**src/rtl/lcd_text_driver.sv**
```systemverilog
// -----------------------------------------------------------------------------
// lcd_text_driver
//
// Consumer end of the LCD text character stream. After reset it runs the
// HD44780-style power-on initialisation. It then refreshes a 2x16 display
// forever in this order: line-1 address, 16 characters, line-2 address,
// 16 characters.
//
// Every LCD bus transaction takes one slot of SLOT_CYCLES clocks. lcd_e_o
// is high for E_WIDTH clocks starting at slot cycle E_ON. Data and RS are
// set up before E rises and are held until the slot ends.
//
// Ports
//   clk_i         system clock
//   resetn_i      synchronous active-low reset
//   char_data_i   character byte from the text source
//   char_valid_i  char_data_i valid this cycle
//   char_req_o    one-cycle pulse at slot start: next character wanted
//   line_sel_o    line of the requested character (0 = line 1)
//   char_idx_o    column 0..15 of the requested character
//   lcd_e_o       LCD enable strobe
//   lcd_rs_o      0 = command, 1 = data
//   lcd_rw_o      always 0 (write only)
//   lcd_data_o    LCD data bus
//   init_done_o   set on first entry to L1_ADDR, cleared only by reset
//   underrun_o    sticky: a character slot received no valid byte in time
//
// Build option
//   LCD_CURSOR_BLINK_EN  when defined, DISP_ON sends 0x0F
//                        (display, cursor and blink on) instead of 0x0C.
//
// state     | meaning
// ----------+-----------------------------------------------
// PWR_DELAY | idle POWERON_SLOTS slots after reset
// FUNC_SET  | command 0x38 (8-bit bus, 2 lines, 5x8 font)
// DISP_ON   | command 0x0C / 0x0F
// ENTRY     | command 0x06 (increment, no shift)
// CLEAR     | command 0x01 (clear display)
// CLR_WAIT  | idle CLEAR_SLOTS slots while the clear completes
// L1_ADDR   | command 0x80 (DDRAM address of line 1)
// L1_CHAR   | 16 data slots for line 1
// L2_ADDR   | command 0xC0 (DDRAM address of line 2)
// L2_CHAR   | 16 data slots for line 2
// -----------------------------------------------------------------------------
module lcd_text_driver #(
    parameter int SLOT_CYCLES   = 50,
    parameter int E_ON          = 10,
    parameter int E_WIDTH       = 20,
    parameter int POWERON_SLOTS = 70,
    parameter int CLEAR_SLOTS   = 40
) (
    input  logic       clk_i,
    input  logic       resetn_i,
    input  logic [7:0] char_data_i,
    input  logic       char_valid_i,
    output logic       char_req_o,
    output logic       line_sel_o,
    output logic [3:0] char_idx_o,
    output logic       lcd_e_o,
    output logic       lcd_rs_o,
    output logic       lcd_rw_o,
    output logic [7:0] lcd_data_o,
    output logic       init_done_o,
    output logic       underrun_o
);

    localparam int SC_W     = $clog2(SLOT_CYCLES);
    localparam int MAX_IDLE = (POWERON_SLOTS > CLEAR_SLOTS) ? POWERON_SLOTS : CLEAR_SLOTS;
    localparam int SL_W     = $clog2(MAX_IDLE + 1);

    localparam logic [SC_W-1:0] SC_LAST      = SC_W'(SLOT_CYCLES - 1);
    localparam logic [SC_W-1:0] SC_PRE       = SC_W'(E_ON - 2);
    localparam logic [SC_W-1:0] SC_LATCH_END = SC_W'(E_ON - 1);
    localparam logic [SC_W-1:0] SC_E_ON      = SC_W'(E_ON);
    localparam logic [SC_W-1:0] SC_E_OFF     = SC_W'(E_ON + E_WIDTH - 1);
    localparam logic [SL_W-1:0] PWR_LAST     = SL_W'(POWERON_SLOTS - 1);
    localparam logic [SL_W-1:0] CLR_LAST     = SL_W'(CLEAR_SLOTS - 1);

`ifdef LCD_CURSOR_BLINK_EN
    localparam logic [7:0] CMD_DISP_ON = 8'h0F;
`else
    localparam logic [7:0] CMD_DISP_ON = 8'h0C;
`endif

    typedef enum logic [3:0] {
        PWR_DELAY,
        FUNC_SET,
        DISP_ON,
        ENTRY,
        CLEAR,
        CLR_WAIT,
        L1_ADDR,
        L1_CHAR,
        L2_ADDR,
        L2_CHAR
    } state_t;

    state_t          state_q, state_d;
    logic [SC_W-1:0] sc_q, sc_d;
    logic [SL_W-1:0] slot_cnt_q, slot_cnt_d;
    logic [3:0]      char_idx_q, char_idx_d;
    logic            line_sel_q, line_sel_d;
    logic [7:0]      data_q, data_d;
    logic            got_q, got_d;
    logic            underrun_q, underrun_d;
    logic            init_done_q, init_done_d;

    logic            slot_end;
    logic            is_char;
    logic            is_idle;
    logic [7:0]      cmd_byte;

    always_ff @(posedge clk_i) begin
        if (!resetn_i) begin
            state_q     <= PWR_DELAY;
            sc_q        <= '0;
            slot_cnt_q  <= '0;
            char_idx_q  <= '0;
            line_sel_q  <= 1'b0;
            data_q      <= 8'h00;
            got_q       <= 1'b0;
            underrun_q  <= 1'b0;
            init_done_q <= 1'b0;
        end else begin
            state_q     <= state_d;
            sc_q        <= sc_d;
            slot_cnt_q  <= slot_cnt_d;
            char_idx_q  <= char_idx_d;
            line_sel_q  <= line_sel_d;
            data_q      <= data_d;
            got_q       <= got_d;
            underrun_q  <= underrun_d;
            init_done_q <= init_done_d;
        end
    end

    always_comb begin
        state_d     = state_q;
        slot_cnt_d  = slot_cnt_q;
        char_idx_d  = char_idx_q;
        line_sel_d  = line_sel_q;
        data_d      = data_q;
        got_d       = got_q;
        underrun_d  = underrun_q;
        init_done_d = init_done_q;

        slot_end = (sc_q == SC_LAST);
        sc_d     = slot_end ? '0 : sc_q + 1'b1;
        is_char  = (state_q == L1_CHAR) || (state_q == L2_CHAR);
        is_idle  = (state_q == PWR_DELAY) || (state_q == CLR_WAIT);

        case (state_q)
            FUNC_SET: cmd_byte = 8'h38;
            DISP_ON:  cmd_byte = CMD_DISP_ON;
            ENTRY:    cmd_byte = 8'h06;
            CLEAR:    cmd_byte = 8'h01;
            L1_ADDR:  cmd_byte = 8'h80;
            L2_ADDR:  cmd_byte = 8'hC0;
            default:  cmd_byte = 8'h00;
        endcase

        // Command byte goes onto the bus one cycle into the slot.
        if (!is_idle && !is_char && sc_q == '0) begin
            data_d = cmd_byte;
        end

        // Character latch window covers slot cycles 0..E_ON-1. Only the first
        // valid byte in the window is kept. If no byte has arrived one cycle
        // before the window closes, the bus is preloaded with a space so the
        // setup time before E holds either way.
        if (is_char) begin
            if (sc_q == '0) begin
                got_d = char_valid_i;
                if (char_valid_i) begin
                    data_d = char_data_i;
                end
            end else if (sc_q <= SC_LATCH_END) begin
                if (!got_q && char_valid_i) begin
                    got_d  = 1'b1;
                    data_d = char_data_i;
                end else if (!got_q && sc_q == SC_PRE) begin
                    data_d = 8'h20;
                end else if (!got_q && sc_q == SC_LATCH_END) begin
                    underrun_d = 1'b1;
                end
            end
        end

        if (slot_end) begin
            case (state_q)
                PWR_DELAY: begin
                    if (slot_cnt_q == PWR_LAST) begin
                        slot_cnt_d = '0;
                        state_d    = FUNC_SET;
                    end else begin
                        slot_cnt_d = slot_cnt_q + 1'b1;
                    end
                end
                FUNC_SET: state_d = DISP_ON;
                DISP_ON:  state_d = ENTRY;
                ENTRY:    state_d = CLEAR;
                CLEAR:    state_d = CLR_WAIT;
                CLR_WAIT: begin
                    if (slot_cnt_q == CLR_LAST) begin
                        slot_cnt_d  = '0;
                        state_d     = L1_ADDR;
                        init_done_d = 1'b1;
                        line_sel_d  = 1'b0;
                        char_idx_d  = '0;
                    end else begin
                        slot_cnt_d = slot_cnt_q + 1'b1;
                    end
                end
                L1_ADDR:  state_d = L1_CHAR;
                L1_CHAR: begin
                    char_idx_d = char_idx_q + 1'b1;
                    if (char_idx_q == 4'd15) begin
                        state_d    = L2_ADDR;
                        line_sel_d = 1'b1;
                    end
                end
                L2_ADDR:  state_d = L2_CHAR;
                L2_CHAR: begin
                    char_idx_d = char_idx_q + 1'b1;
                    if (char_idx_q == 4'd15) begin
                        state_d    = L1_ADDR;
                        line_sel_d = 1'b0;
                    end
                end
                default:  state_d = PWR_DELAY;
            endcase
        end
    end

    // A byte arriving on the last cycle of the latch window is forwarded to
    // the bus straight away, so the bus already shows the final value at
    // E_ON-1 and does not change when E rises.
    assign lcd_data_o  = (is_char && sc_q == SC_LATCH_END && !got_q && char_valid_i)
                         ? char_data_i : data_q;
    assign lcd_e_o     = !is_idle && (sc_q >= SC_E_ON) && (sc_q <= SC_E_OFF);
    assign lcd_rs_o    = is_char;
    assign lcd_rw_o    = 1'b0;
    assign char_req_o  = is_char && (sc_q == '0);
    assign line_sel_o  = line_sel_q;
    assign char_idx_o  = char_idx_q;
    assign init_done_o = init_done_q;
    assign underrun_o  = underrun_q;

endmodule

```
**config.mk**
```make
export PLATFORM = sky130hd
export DESIGN_NAME = lcd_text_driver
export DESIGN_NICKNAME = d
export VERILOG_FILES = /design/src/rtl/lcd_text_driver.sv
export SDC_FILE = /design/constraint.sdc
export NUM_CORES = 1
export LEC_CHECK = 0
export CAP_MARGIN = 40
export CORE_MARGIN = 4
export CORE_UTILIZATION = 50
export CTS_CLUSTER_SIZE = 8
export DETAILED_ROUTE_END_ITERATION = 6
export PLACE_DENSITY = 0.76
export SETUP_SLACK_MARGIN = 0.4
export SLEW_MARGIN = 40
export SYNTH_ARGS = -nofsm -noshare
export SYNTH_HDL_FRONTEND = slang
export SYNTH_SLANG_ARGS = --single-unit
```
**constraint.sdc**
```tcl
create_clock -name clk_i -period 1.9 [get_ports clk_i]
set_clock_uncertainty 0.1 [all_clocks]
set_input_delay 0.38 -clock clk_i [delete_from_list [all_inputs] [get_ports clk_i]]
set_output_delay 0.38 -clock clk_i [all_outputs]
set_load 0.005 [all_outputs]
```
# After elaboration in Yosys (flattened, before gate mapping)
# Cells that the tools add are included.
# Widths: inputs -> output; s select.
[classes]
n_mux = 26
eq_ne = 19
bitwise_logic = 4
magnitude_cmp = 3
addsub = 3
n_reduce_logical = 32
[op_table]
columns = ["operator", "n"]
rows = [
  ["$mux 8", 8],
  ["$pmux 8 s6", 1],
  ["$pmux 4 s10", 1],
  ["$mux 4", 5],
  ["$eq 4x3->1 const B", 4],
  ["$mux 7", 2],
  ["$pmux 7 s2", 1],
  ["$eq 4x4->1 const B", 3],
  ["$eq 6x4->1 const B", 2],
  ["$logic_and 1x1->1", 11],
  ["$reduce_and 5->1", 2],
  ["$reduce_and 3->1", 3],
  ["$eq 4x2->1 const B", 2],
  ["$ne 2x1->1 const B", 4],
  ["$pmux 4 s2", 1],
  ["$reduce_bool 2->1", 4],
  ["$add 7x1->7 const B", 1],
  ["$eq 7x6->1 const B", 1],
  ["$eq 7x7->1 const B", 1],
  ["$add 6x1->6 const B", 1],
  ["$eq 6x6->1 const B", 1],
  ["$ge 6x4->1 const B", 1],
  ["$le 6x4->1 const B", 1],
  ["$le 6x5->1 const B", 1],
  ["13 further kinds", 25],
]
[totals]
input_bits = 11
wordCells = 96
register_bits = 33

# Depth between registers and ports, before layout
[logic_depth]
depth_word = 11
mapped_depth = 8
depth_no_buf = 7

# Worst setup path before layout
# No wires, ideal clock.
[synth_path]
path_type = "register to register"
start = "reg sc_q[0]"
end = "reg data_q[6]"
t_arrival_ns = 1.838
path_slack_ns = -0.156
n_path_buf = 0
required_time_ns = 1.682
synth_period_minus_slack_ns = 2.056
stages_incl_launch_ff = 8
path_cell_list = "dfxtp_1 inv_1 ha_1 or3b_4 or3_1 a22o_1 o2111ai_1 nand2_1"
[synth_via]
elab_chain_len = 8
elab_cells_between_ends = 12
classes_between = "1 x order compare; 1 x eq/ne; 7 x mux; 3 x reduce/logical"
[synth_rtl]
columns = ["item", "line_no", "rtl"]
rows = [
  ["from (decl)", "99", "logic [SC_W-1:0] sc_q, sc_d;"],
  ["from (signal assigned)", "116", "sc_q <= '0;"],
  ["from (signal assigned)", "126", "sc_q <= sc_d;"],
  ["$logic_not 6->1", "163, 172", ""],
  ["$logic_and 1x1->1", "163", "if (!is_idle && !is_char && sc_q == '0) begin"],
  ["$mux 8", "163", ""],
  ["$mux 8", "181", "end else if (!got_q && sc_q == SC_PRE) begin"],
  ["$mux 8", "178", "if (!got_q && char_valid_i) begin"],
  ["$mux 8", "177", "end else if (sc_q <= SC_LATCH_END) begin"],
  ["$mux 8", "172", "if (sc_q == '0) begin"],
  ["$mux 8 *", "171", "if (is_char) begin"],
  ["to (signal assigned)", "130", "data_q <= data_d;"],
  ["to (decl)", "103", "logic [7:0] data_q, data_d;"],
]
# Every way passes the cells marked *; elsewhere a longest branch is shown, timed or not.
# A chain may end at the register's enable or synchronous reset.

# Final worst setup path
[layout_path]
start = "reg sc_q[2]"
end = "out lcd_data_o[4]"
[layout_via]
elab_chain_len = 5
[layout_rtl]
columns = ["item", "line_no", "rtl"]
rows = [
  ["$eq 6x4->1", "238", "assign lcd_data_o = (is_char && sc_q == SC_LATCH_END && !got_q && char_valid_i)"],
  ["$logic_and 1x1->1 (3 in series)", "238", ""],
  ["$mux 8", "239", "? char_data_i : data_q;"],
  ["to (decl)", "62", "output logic [7:0] lcd_data_o,"],
]
# Every way passes these cells.

==> summary.txt <==
Critical path
  – Required time at the worst-slack endpoint: roughly 1.4 ns
  – Max stage delay on crit path: between 0.3 and 0.4 ns
  – Worst path top cell family by delay: simple AND/OR/NAND/NOR gates
  – Most used cell along the critical path: buf_6
  – Arrival time reported for the critical path endpoint: 1.96 ns
  – Critical path endpoint category: output port
  – Critical setup path kind: reg2out
  – Worst path bufs/invs: 2
  – Cell with the largest stage delay on the worst path: dfxtp_2
  – Startpoint type of the worst setup path: register
  – Max FO, Critical Path: 7
  – Worst-path cell chain: and2b_2 > nand2_2 > nor3_4 > nand3_4 > buf_6 > mux2_4 > buf_6

Pwr
  – Cell area power density: between 300 and 400 mW/mm2
  – Net switching power: about 0.00050 W
  – Sequential cell fraction of total power: 0.428
  – Design internal power: roughly 0.0011 W
  – Static leakage power: ~1.7 nW
  – Share of total power in the clock network: 0.344
  – Power consumption: around 0.0016 W
  – Combinational share of power: 0.227
  – Sw frac: 0.305
  – VDD IR-drop max: 599 uV

Timing
  – Max-slew violation count: 0
  – Final Worst Setup Slack: -0.544 ns
  – Crit path time final: roughly 2.4 ns
  – Setup-violating endpoint count in the final report: 37
  – Final clock period utilization by the worst path: 1.29
  – Final Hold Fails: 0
  – RSZ-0062 raised after global routing: yes
  – Fmax: approximately 410 MHz
  – Worst hold-check slack: ~0.37 ns
  – Setup TNS: -9.71 ns

Drt
  – Number of detailed-route iterations in the first pass: 7
  – Number of routed nets with antenna violations: 0
  – 1st-iter DRT viols: around 550
  – Via count of the routed design: between 3000 and 4000
  – Final Routed Wirelength: about 12000 um
  – Wirelength per Cell: between 20 and 25 um
  – Final routed DRC violation total: 7
  – Vias per inst: roughly 7

Die
  – Die X: between 70 and 80 um
  – Initial Utilization: 0.533
  – Top Ports: 30
  – Core Region: 0.00450 mm2
  – Vertical die dimension: between 70 and 80 um
  – Cell Rows: 24
  – Total die area: approximately 0.006 mm2

Yosys
  – Synthesized area: around 0.0024 mm2
  – Syn Nets: roughly 330
  – Share of flip-flops with an asynchronous set or reset: 0
  – Predominant post-synthesis flop cell: dfxtp_1
  – Synth warnings: 0
  – Fraction of the yosys area taken by sequential cells: 0.275
  – Yosys reg bits: 33
  – Cells after synthesis: 306
  – Number of enable-type register cells in the synthesized netlist: 0
  – Count of unique library cells instantiated by Yosys: 70
  – Synthesized area per cell: 7.84 um2

CTS
  – Number of H-tree levels: 2
  – Clock tree from TritonCTS: done
  – Root buf cell: clkbuf_8
  – Clock edge transition at the registers on the reported setup and hold paths: about 0.080 ns
  – Clock buffers created by TritonCTS: 5
  – Clock latency on the worst-skew pair: around 0.31 ns
  – CTS Buffer Depth: 2
  – Clock sink total: 33

GRT
  – Largest net degree at the start of global routing: 20
  – Sum of overflow across all layers after global routing: 0
  – Vias in the first global route: about 3100
  – Global-route wire length before repair: approximately 16000 um
  – Overall global routing resource usage: 0.339
  – Number of antenna violations at the first check in global routing: 0

Final layout
  – Highest-count cells in the layout ignoring fill and taps: 67 x buf_4, 38 x buf_6, 24 x nor2_1, 20 x nand2_1, 17 x dfxtp_1
  – Count of nets after finishing: 440
  – Fraction of layout instances using a drive strength above 1: 0.536
  – Synth-to-Final Area Change: 73.0%
  – Diodes inserted: 0
  – Most common cell after layout, fill and taps aside: buf_4

Run status
  – Status: finished with violations
  – Violations in the final reports: design-rule violations, negative setup slack

Flow run
  – Max-cap viol count: 0

Placement
  – Port Buf Inserts: 28
  – Weighted congestion at the end of routability-driven global placement: roughly 0.93
  – Worst setup timing slack at the placement stage: -0.406 ns
  – DP Wirelength: 5040 um

Hold path
  – Hold Path Class: reg2reg
[cell usage after synthesis (all sizes together), types with 2 or more instances]
library cell  number  area (um2)
a32o               2        20.0
and2               2        12.5
a211oi             3        22.5
a21oi             11        55.1
clkbuf            12        46.3
nand4              7        43.8
and3               2        12.5
o21bai             2        15.0
and3b              2        17.5
o21ai             19        95.1
mux2i              2        20.0
dfxtp             33         661
or3b               2        20.0
or3                5        32.5
nand2             24        90.1
nand3             16        85.1
o21a               2        15.0
buf               11        68.8
nor2              31         119
o31ai              2        15.0
ha                 8         100
nor2b              5        31.3
a31oi              2        12.5
and4bb             3        37.5
xor2               4        35.0
a21o               4        30.0
nor3b              3        22.5
o211ai             9        67.6
nor3              14        70.1
nor4               3        18.8
a21boi             6        45.0
o2111ai            3        26.3
xnor2              7        61.3
mux2               8        90.1
inv                8        30.0
o32a               2        20.0
nand4b             3        32.5
nand3b             3        22.5
or2                2        12.5
[final timing paths]
check	start	to	slack [ns]	cells past startpoint
max	sc_q[2]	lcd_data_o[4]	-0.54	7
min	char_idx_o[0]	char_idx_o[0]	0.37	1
max reg2reg	sc_q[0]	data_q[2]	-0.37	12
min reg2reg	char_idx_o[0]	char_idx_o[0]	0.37	1
[sequential cells by signal, indices dropped and copies added, names as in the netlist]
register	count
data_q	8
slot_cnt_q	7
sc_q	6
char_idx_o	4
state_q	4
got_q	1
init_done_o	1
line_sel_o	1
underrun_o	1
[power by group through the flow]
stage               Combinational [W]  Clock (W)  Sequential (W)
floorplan                    0.000141          0        0.000717
global placement             0.000259          0        0.000715
detailed placement           0.000263          0        0.000715
CTS                          0.000310   0.000545        0.000700
global route                 0.000391   0.000579        0.000700
finish                       0.000371   0.000562        0.000699
[final cells by class]
class                      count  area, um2
clock inverter                 2       10.0
inverter                       8       37.5
tap                           52       65.1
clock buffer                   6       72.6
multi-input combinational    242       2080
sequential                    33        686
timing repair buffer         131       1200
fill                         163        352
[per-layer routing]
metal	GRT usage	up-vias	share of wire
li1	-	1361	-
met1	0.364	1527	0.35
met4	0.238	0	0.089
met2	0.560	341	0.45
met5	0	-	0
met3	0.110	124	0.11
[worst reg2reg max path: cells and delay by family, from the launching register on]
family	cells	cell delay, ns
AND/OR/NAND/NOR	2	0.23
adder cells (fa/ha/maj)	1	0.16
flip-flops	1	0.36
AO/OA/AOI/OAI	3	0.61
buffers and inverters	6	0.75
[cell families after synthesis]
kind of cell | count (synthesis) | share of synthesized area
AOI/OAI and AO/OA | 79 | 0.229
other | 1 | 0.00156
and+or+nand+nor | 133 | 0.306
xor gates and xnor gates | 11 | 0.0401
muxes | 10 | 0.0459
DFF | 33 | 0.275
buffers and inverters | 31 | 0.0605
adders and majority gates | 8 | 0.0417
[stage by stage]
stage / util / instance area (um2) / cells
floorplan: - / 2590 / 306
global placement: 0.726 / 3270 / 427
detailed placement: 0.726 / 3270 / 427
CTS: 0.866 / 3900 / 463
global route: 0.922 / 4150 / 474
finish: 0.922 / 4150 / 474
[repair_timing]
action,CTS,global route
setup endpoints to repair,44,43
pin swaps,33,39
resized for setup,145,49
buffers inserted,28,11
hold buffers,0,0
(Power assumes the default switching activity.)
